`src/rtl/pipeline_pkg.sv`:
```
// -----------------------------------------------------------------------------
// pipeline_pkg
// Shared types and constants for the MEM stage of the pipeline.
//   mem_state_t : memory-access FSM states (IDLE, WAIT)
//   DATA_W      : datapath width
//   REG_W       : register-index width
//   mem_wb_t    : MEM/WB pipeline register fields
//   BUBBLE      : MEM/WB contents for an inserted bubble (no writeback)
// -----------------------------------------------------------------------------
package pipeline_pkg;

    localparam int DATA_W = 32;
    localparam int REG_W  = 5;

    typedef enum logic {
        IDLE = 1'b0,
        WAIT = 1'b1
    } mem_state_t;

    typedef struct packed {
        logic              mem_to_reg;
        logic              reg_write;
        logic [DATA_W-1:0] read_data;
        logic [DATA_W-1:0] alu_result;
        logic [REG_W-1:0]  reg_rd;
    } mem_wb_t;

    // A bubble must never write the register file, so every field is zero.
    localparam mem_wb_t BUBBLE = '0;

endpackage

```
`src/rtl/mem_wb_register.sv`:
```
// -----------------------------------------------------------------------------
// mem_wb_register
// MEM/WB pipeline register. Updates on the falling clock edge; loads either
// the presented fields or a bubble.
//   clk_i    : clock (falling-edge active)
//   rst_ni   : asynchronous active-low reset, clears to BUBBLE
//   bubble_i : 1 = load BUBBLE instead of d_i
//   d_i      : fields to load
//   q_o      : registered MEM/WB fields
// -----------------------------------------------------------------------------
module mem_wb_register
    import pipeline_pkg::*;
(
    input  logic    clk_i,
    input  logic    rst_ni,
    input  logic    bubble_i,
    input  mem_wb_t d_i,
    output mem_wb_t q_o
);

    mem_wb_t q_q;
    mem_wb_t q_d;

    always_comb begin
        q_d = bubble_i ? BUBBLE : d_i;
    end

    always_ff @(negedge clk_i or negedge rst_ni) begin
        if (!rst_ni) begin
            q_q <= BUBBLE;
        end else begin
            q_q <= q_d;
        end
    end

    assign q_o = q_q;

endmodule

```
`src/rtl/mem_access_stage.sv`:
```
// -----------------------------------------------------------------------------
// mem_access_stage
// MEM pipeline stage: performs the data-memory access over a req/ack
// handshake, resolves beq, and loads MEM/WB. Stalls upstream while an access
// waits; aborts an access after TIMEOUT wait edges and raises a sticky error.
//
// Handshake: dmem_req is held high (combinationally) for as long as an access
// is present; the access completes on the first falling edge at which
// dmem_ack is high, and dmem_rdata is sampled on that same edge. Address,
// write data and direction are held stable by the stall meanwhile.
//
// Ports
//   clock, reset               : falling-edge clock, async active-low reset
//   *_in (EX/MEM fields)       : control, branch flags, ALU result, store data,
//                                destination register
//   dmem_req/we/addr/wdata     : memory request
//   dmem_ack/rdata             : memory response
//   stall_out                  : freezes PC, IF/ID, ID/EX, EX/MEM
//   pc_src_out                 : branch taken
//   MEM/WB outputs             : mem_to_reg_out, reg_write_out, read_data_out,
//                                alu_result_out, reg_rd_out
//   mem_error_out              : sticky access-timeout flag
//   state_dbg_out              : current FSM state (observation only)
// -----------------------------------------------------------------------------
module mem_access_stage
    import pipeline_pkg::*;
#(
    parameter int TIMEOUT = 15
) (
    input  logic              clock,
    input  logic              reset,
    input  logic              mem_to_reg_in,
    input  logic              reg_write_in,
    input  logic              mem_read_in,
    input  logic              mem_write_in,
    input  logic              beq_instruction_in,
    input  logic              flag_beq_in,
    input  logic [DATA_W-1:0] alu_result_in,
    input  logic [DATA_W-1:0] mux2_result_in,
    input  logic [REG_W-1:0]  reg_rd_in,
    output logic              dmem_req,
    output logic              dmem_we,
    output logic [DATA_W-1:0] dmem_addr,
    output logic [DATA_W-1:0] dmem_wdata,
    input  logic              dmem_ack,
    input  logic [DATA_W-1:0] dmem_rdata,
    output logic              stall_out,
    output logic              pc_src_out,
    output logic              mem_to_reg_out,
    output logic              reg_write_out,
    output logic [DATA_W-1:0] read_data_out,
    output logic [DATA_W-1:0] alu_result_out,
    output logic [REG_W-1:0]  reg_rd_out,
    output logic              mem_error_out,
    output mem_state_t        state_dbg_out
);

    localparam int CNT_W = $clog2(TIMEOUT + 1);
    localparam logic [CNT_W-1:0] CNT_MAX = CNT_W'(TIMEOUT);

    mem_state_t       state_q;
    logic [CNT_W-1:0] wait_cnt_q;
    logic             mem_error_q;

    logic    access;
    logic    abort;
    logic    bubble;
    mem_wb_t wb_d;
    mem_wb_t wb_q;

    assign access = mem_read_in | mem_write_in;

    // Abort only when the counter has reached TIMEOUT and no ack arrived;
    // an ack on that same cycle still completes the access.
    assign abort = (state_q == WAIT) && (wait_cnt_q == CNT_MAX) && !dmem_ack;

    assign dmem_req   = reset & access & ((state_q == IDLE) | (state_q == WAIT));
    // Read wins when both read and write are set.
    assign dmem_we    = mem_write_in & ~mem_read_in;
    assign dmem_addr  = alu_result_in;
    assign dmem_wdata = mux2_result_in;
    assign stall_out  = dmem_req & ~dmem_ack & ~abort;
    assign pc_src_out = reset & beq_instruction_in & flag_beq_in;

    // Any access edge without ack (waiting or aborting) writes a bubble.
    assign bubble = access & ~dmem_ack;

    always_comb begin
        wb_d            = BUBBLE;
        wb_d.mem_to_reg = mem_to_reg_in;
        wb_d.reg_write  = reg_write_in;
        wb_d.alu_result = alu_result_in;
        wb_d.reg_rd     = reg_rd_in;
        wb_d.read_data  = (mem_read_in && dmem_ack) ? dmem_rdata : '0;
    end

    always_ff @(negedge clock or negedge reset) begin
        if (!reset) begin
            state_q     <= IDLE;
            wait_cnt_q  <= '0;
            mem_error_q <= 1'b0;
        end else begin
            if (!access || dmem_ack) begin
                state_q    <= IDLE;
                wait_cnt_q <= '0;
            end else if (abort) begin
                state_q     <= IDLE;
                wait_cnt_q  <= '0;
                mem_error_q <= 1'b1;
            end else if (state_q == IDLE) begin
                state_q    <= WAIT;
                wait_cnt_q <= CNT_W'(1);
            end else begin
                wait_cnt_q <= wait_cnt_q + CNT_W'(1);
            end
        end
    end

    mem_wb_register u_mem_wb (
        .clk_i    (clock),
        .rst_ni   (reset),
        .bubble_i (bubble),
        .d_i      (wb_d),
        .q_o      (wb_q)
    );

    assign mem_to_reg_out = wb_q.mem_to_reg;
    assign reg_write_out  = wb_q.reg_write;
    assign read_data_out  = wb_q.read_data;
    assign alu_result_out = wb_q.alu_result;
    assign reg_rd_out     = wb_q.reg_rd;
    assign mem_error_out  = mem_error_q;
    assign state_dbg_out  = state_q;

endmodule

```
`config.mk`:
```
export PLATFORM = sky130hd
export DESIGN_NAME = mem_access_stage
export DESIGN_NICKNAME = d
export VERILOG_FILES = /design/src/rtl/pipeline_pkg.sv /design/src/rtl/mem_wb_register.sv /design/src/rtl/mem_access_stage.sv
export SDC_FILE = /design/constraint.sdc
export NUM_CORES = 1
export LEC_CHECK = 0
export BUFFER_PORTS_ARGS = -buffer_cell sky130_fd_sc_hd__buf_2
export CAP_MARGIN = 10
export CORE_ASPECT_RATIO = 0.5
export CORE_UTILIZATION = 42
export CTS_CLUSTER_DIAMETER = 200
export DETAILED_ROUTE_END_ITERATION = 16
export PLACE_DENSITY_LB_ADDON = 0.12
export SYNTH_ARGS = -nofsm -noshare
export SYNTH_HDL_FRONTEND = slang
export SYNTH_SLANG_ARGS = --single-unit
```
`constraint.sdc`:
```
create_clock -name clock -period 2.75 [get_ports clock]
set_input_delay 0.275 -clock clock [delete_from_list [all_inputs] [get_ports clock]]
set_output_delay 0.275 -clock clock [all_outputs]
set_load 0.02 [all_outputs]
```
**Yosys cells after proc, flatten, opt, wreduce, memory -nomap -nowiden**

Index checks and enable logic that the tools add are counted.

- Register bits after elaboration: 77
- Word-level logic and storage cells: 36
- Bits of input ports: 110
- Output and inout bits: 141

- Mux-type cells: 7
- Bitwise logic cells: 12
- Equal/unequal tests: 1
- Reduce and logical (&&, ||, !) cells: 7
- $add $sub $neg: 1

Operators by type and width:

| operator | count |
|---|---|
| $mux W71 | 1 |
| $mux W32 | 1 |
| $mux W4 | 3 |
| $and A1 B1 Y1 | 7 |
| $add A4 B1 Y4 const B | 1 |
| $eq A4 B4 Y1 const B | 1 |
| $not A1 Y1 | 4 |
| $logic_and A1 B1 Y1 | 3 |
| $logic_not A1 Y1 | 2 |
| $mux W1 | 2 |
| $reduce_and A2 Y1 | 1 |
| $logic_or A1 B1 Y1 | 1 |
| $or A1 B1 Y1 | 1 |

**Logic depth before layout (Yosys ltp)**

- Word-level depth: 5
- Mapped depth: 4
- Mapped depth without buffers: 4

**By module**

A second synthesis with hierarchy kept.

- Cell total of the unflattened synthesis: 277
- Area total of the unflattened synthesis: 3259.4 um^2

Modules (own cells, without submodules):

| module | instances | area an instance (um^2) | seq. area each (um^2) | cells an instance |
|---|---|---|---|---|
| mem_wb_register | 1 | 2255.9 | 1776.7 | 149 |
| mem_access_stage | 1 | 1003.5 | 150.1 | 128 |

==> metrics <==
failing checks setup timing; Post-Layout Inst Area between 4000 and 5000 sq um; Hold Fails Final Rpt 0; Synth Cell Area 3160 sq um; clk_skew 0.00439 ns; Seq/Total Area, Yosys 60.9%; worst hold path type reg2reg; crit path capture type primary output; post-synthesis net count 354; vias in the first global route ~2,200; Longest Clk Path Bufs 2; Syn Area/Cell 13.0 sq um; via count of the routed design 2,124; EDFF count, synth 0; Post-DP Area about 3800 sq um; ANT nets after route 0; gr ovfl total 0; HPWL after DPL 4.88 mm; total routing usage reported by global routing 17.7%; Design Power between 2 and 3 mW; CTS tree done; Rows 21; Cells after Synth 243; synthesized flop and latch total 77; nets 490; top_reg_cell synth dfrtn_1; share of cells above drive strength 1 68.5%; slowest CP cell dfrtn_1; CP cell instances ha_2, and3_4, a211oi_2, and2_4, buf_6; Tightest Pin Transition between 0.4 and 0.5 ns; synthesis-to-finish area growth 30.2%; htree depth 3; Worst-Skew Late Latency 0.33 ns; # Max-Cap Violations 0; largest net degree at the start of global routing 81; status finished with violations; core area around 7000 sq um; Worst Setup Slack post-DPL -0.137 ns; Initial Util a little under half; Boundary Pins between 200 and 300; Max-slew headroom 71.2%; CTS root buffer clkbuf_16; power density over cell area 680 nW/um^2; die area 7900 sq um; ANT cells 0; die height 63.4 um; Crit path required time 2.48 ns; CTS Sinks 77; total CTS buffers 9; initial antenna violation count 0; DRC 0; Final Max Tran Viols 0; FFs w/ async S/R, synth 100%; CP max FO 2; 1st-iter DRT viols 55; port buffer count 186; RSZ-0062 raised after global routing true; Setup crit start kind flip-flop; # setup viols final 1; setup ws final -0.395 ns; DR vias/cell 4.46; CTS Hold Bufs 0; Die Span X 125 um; clk slew on worst S/H paths ~0.04 ns; Leakage 2.47 nW; critical path type reg2out; first-pass GRT wire length about 11 mm; Critical Path Max Stage Delay between 0.3 and 0.4 ns; Yosys cell types 21; Syn. warnings 0; Avg WL per Cell 14.1 um; maximum vdd drop 0.340 mV; Worst EP arrival 2.87 ns; routed wire length between 6 and 7 mm; GPL Wtd Cong 0.706; DRT Pass-1 Iters 2
## area by class of cell
cell class,count,area [sq um]
Clock buffer,12,267
Clock inverter,4,45.0
Fill cell,575,2850
Multi-Input combinational cell,92,702
Sequential cell,77,1930
Tap cell,92,115
Timing Repair Buffer,199,1060
## cells in the mapped netlist, types with 2 or more instances
master | count | area (sq um)
and2_1 | 3 | 18.8
and2_4 | 37 | 324
and2b_2 | 3 | 26.3
and3_1 | 34 | 213
and3_2 | 2 | 15.0
buf_4 | 64 | 480
buf_6 | 4 | 45.0
clkbuf_1 | 6 | 22.5
dfrtn_1 | 77 | 1930
nand3_1 | 2 | 10.0
## metrics by stage
step	hold slack [ns]	utilization (%)	std cells	setup TNS, ns
finish	0.433	59.1	476	-0.395
global route	0.445	59.1	476	-0.454
CTS	0.427	59.0	475	-0.442
detailed placement	0.419	54.2	457	-0.137
global placement	0.411	54.2	457	-0.110
floorplan	0.491	-	243	0
## worst max-delay path: cells and delay by family, from the launching register on
family | cells | cell delay, ns
flip-flops | 1 | 0.34
buffers and inverters | 1 | 0.11
adder cells (fa/ha/maj) | 1 | 0.19
AO/OA/AOI/OAI | 1 | 0.20
AND/OR/NAND/NOR | 2 | 0.32
## layer usage
layer	vias to the layer above	share of wire (%)	global-route usage, %
met2	136	51	31.3
met5	-	0	0
met3	10	10	8.58
met1	991	37	18.5
li1	987	-	-
met4	0	1.3	5.87
## repair_timing
item	CTS	global route
endpoints found under the setup margin	1	1
gates resized for setup	2	0
setup buffers	2	1
pin swaps	3	2
## report_power, final
group | total [mW] | internal (mW) | switching (mW)
Clock | 1.19 | 0.771 | 0.423
Combinational | 0.391 | 0.170 | 0.221
Sequential | 1.21 | 1.20 | 0.0140
## sequential cells by signal, summed over array words and instances (netlist names)
| signal | flops |
|---|---|
| state_dbg_out | 1 |
| mem_error_out | 1 |
| u_mem_wb.q_o | 71 |
| wait_cnt_q | 4 |
## kinds of logic (layout without fill, tap and decap cells)
group / Yosys count / after routing / synth area share, %
DFF: 77 / 77 / 60.9
buffers and inverters: 74 / 215 / 17.3
AOI/OAI and AO/OA: 3 / 3 / 0.633
and+or+nand+nor: 86 / 86 / 20.1
adders and majority gates: 1 / 1 / 0.396
xor gates and xnor gates: 2 / 2 / 0.554
## cells in the final DEF (no fill, tap or decap), types with 2 or more instances in the layout
cell type / count
clkbuf_16: 9
and2_1: 2
buf_2: 184
and2b_2: 3
dfrtn_1: 77
and3_2: 2
buf_4: 12
buf_12: 2
and3_1: 33
clkbuf_8: 3
nand3_1: 2
clkinv_2: 3
and2_4: 38
## worst paths after layout
path	startpoint	to	slack, ns	depth (start not counted)
worst max-delay path	wait_cnt_q[0]$_DFF_NN0_	stall_out	-0.40	5
worst min-delay path	mem_error_out$_DFFE_NN0P_	mem_error_out$_DFFE_NN0P_	0.43	1
worst max register to register	wait_cnt_q[0]$_DFF_NN0_	wait_cnt_q[0]$_DFF_NN0_	1.45	5
worst min register to register	mem_error_out$_DFFE_NN0P_	mem_error_out$_DFFE_NN0P_	0.43	1
max in group asynchronous	reset	u_mem_wb.q_o[3]$_DFF_NN0_	1.16	2
min in group asynchronous	reset	u_mem_wb.q_o[56]$_DFF_NN0_	1.19	2
Power figures use the tool's default switching activity.
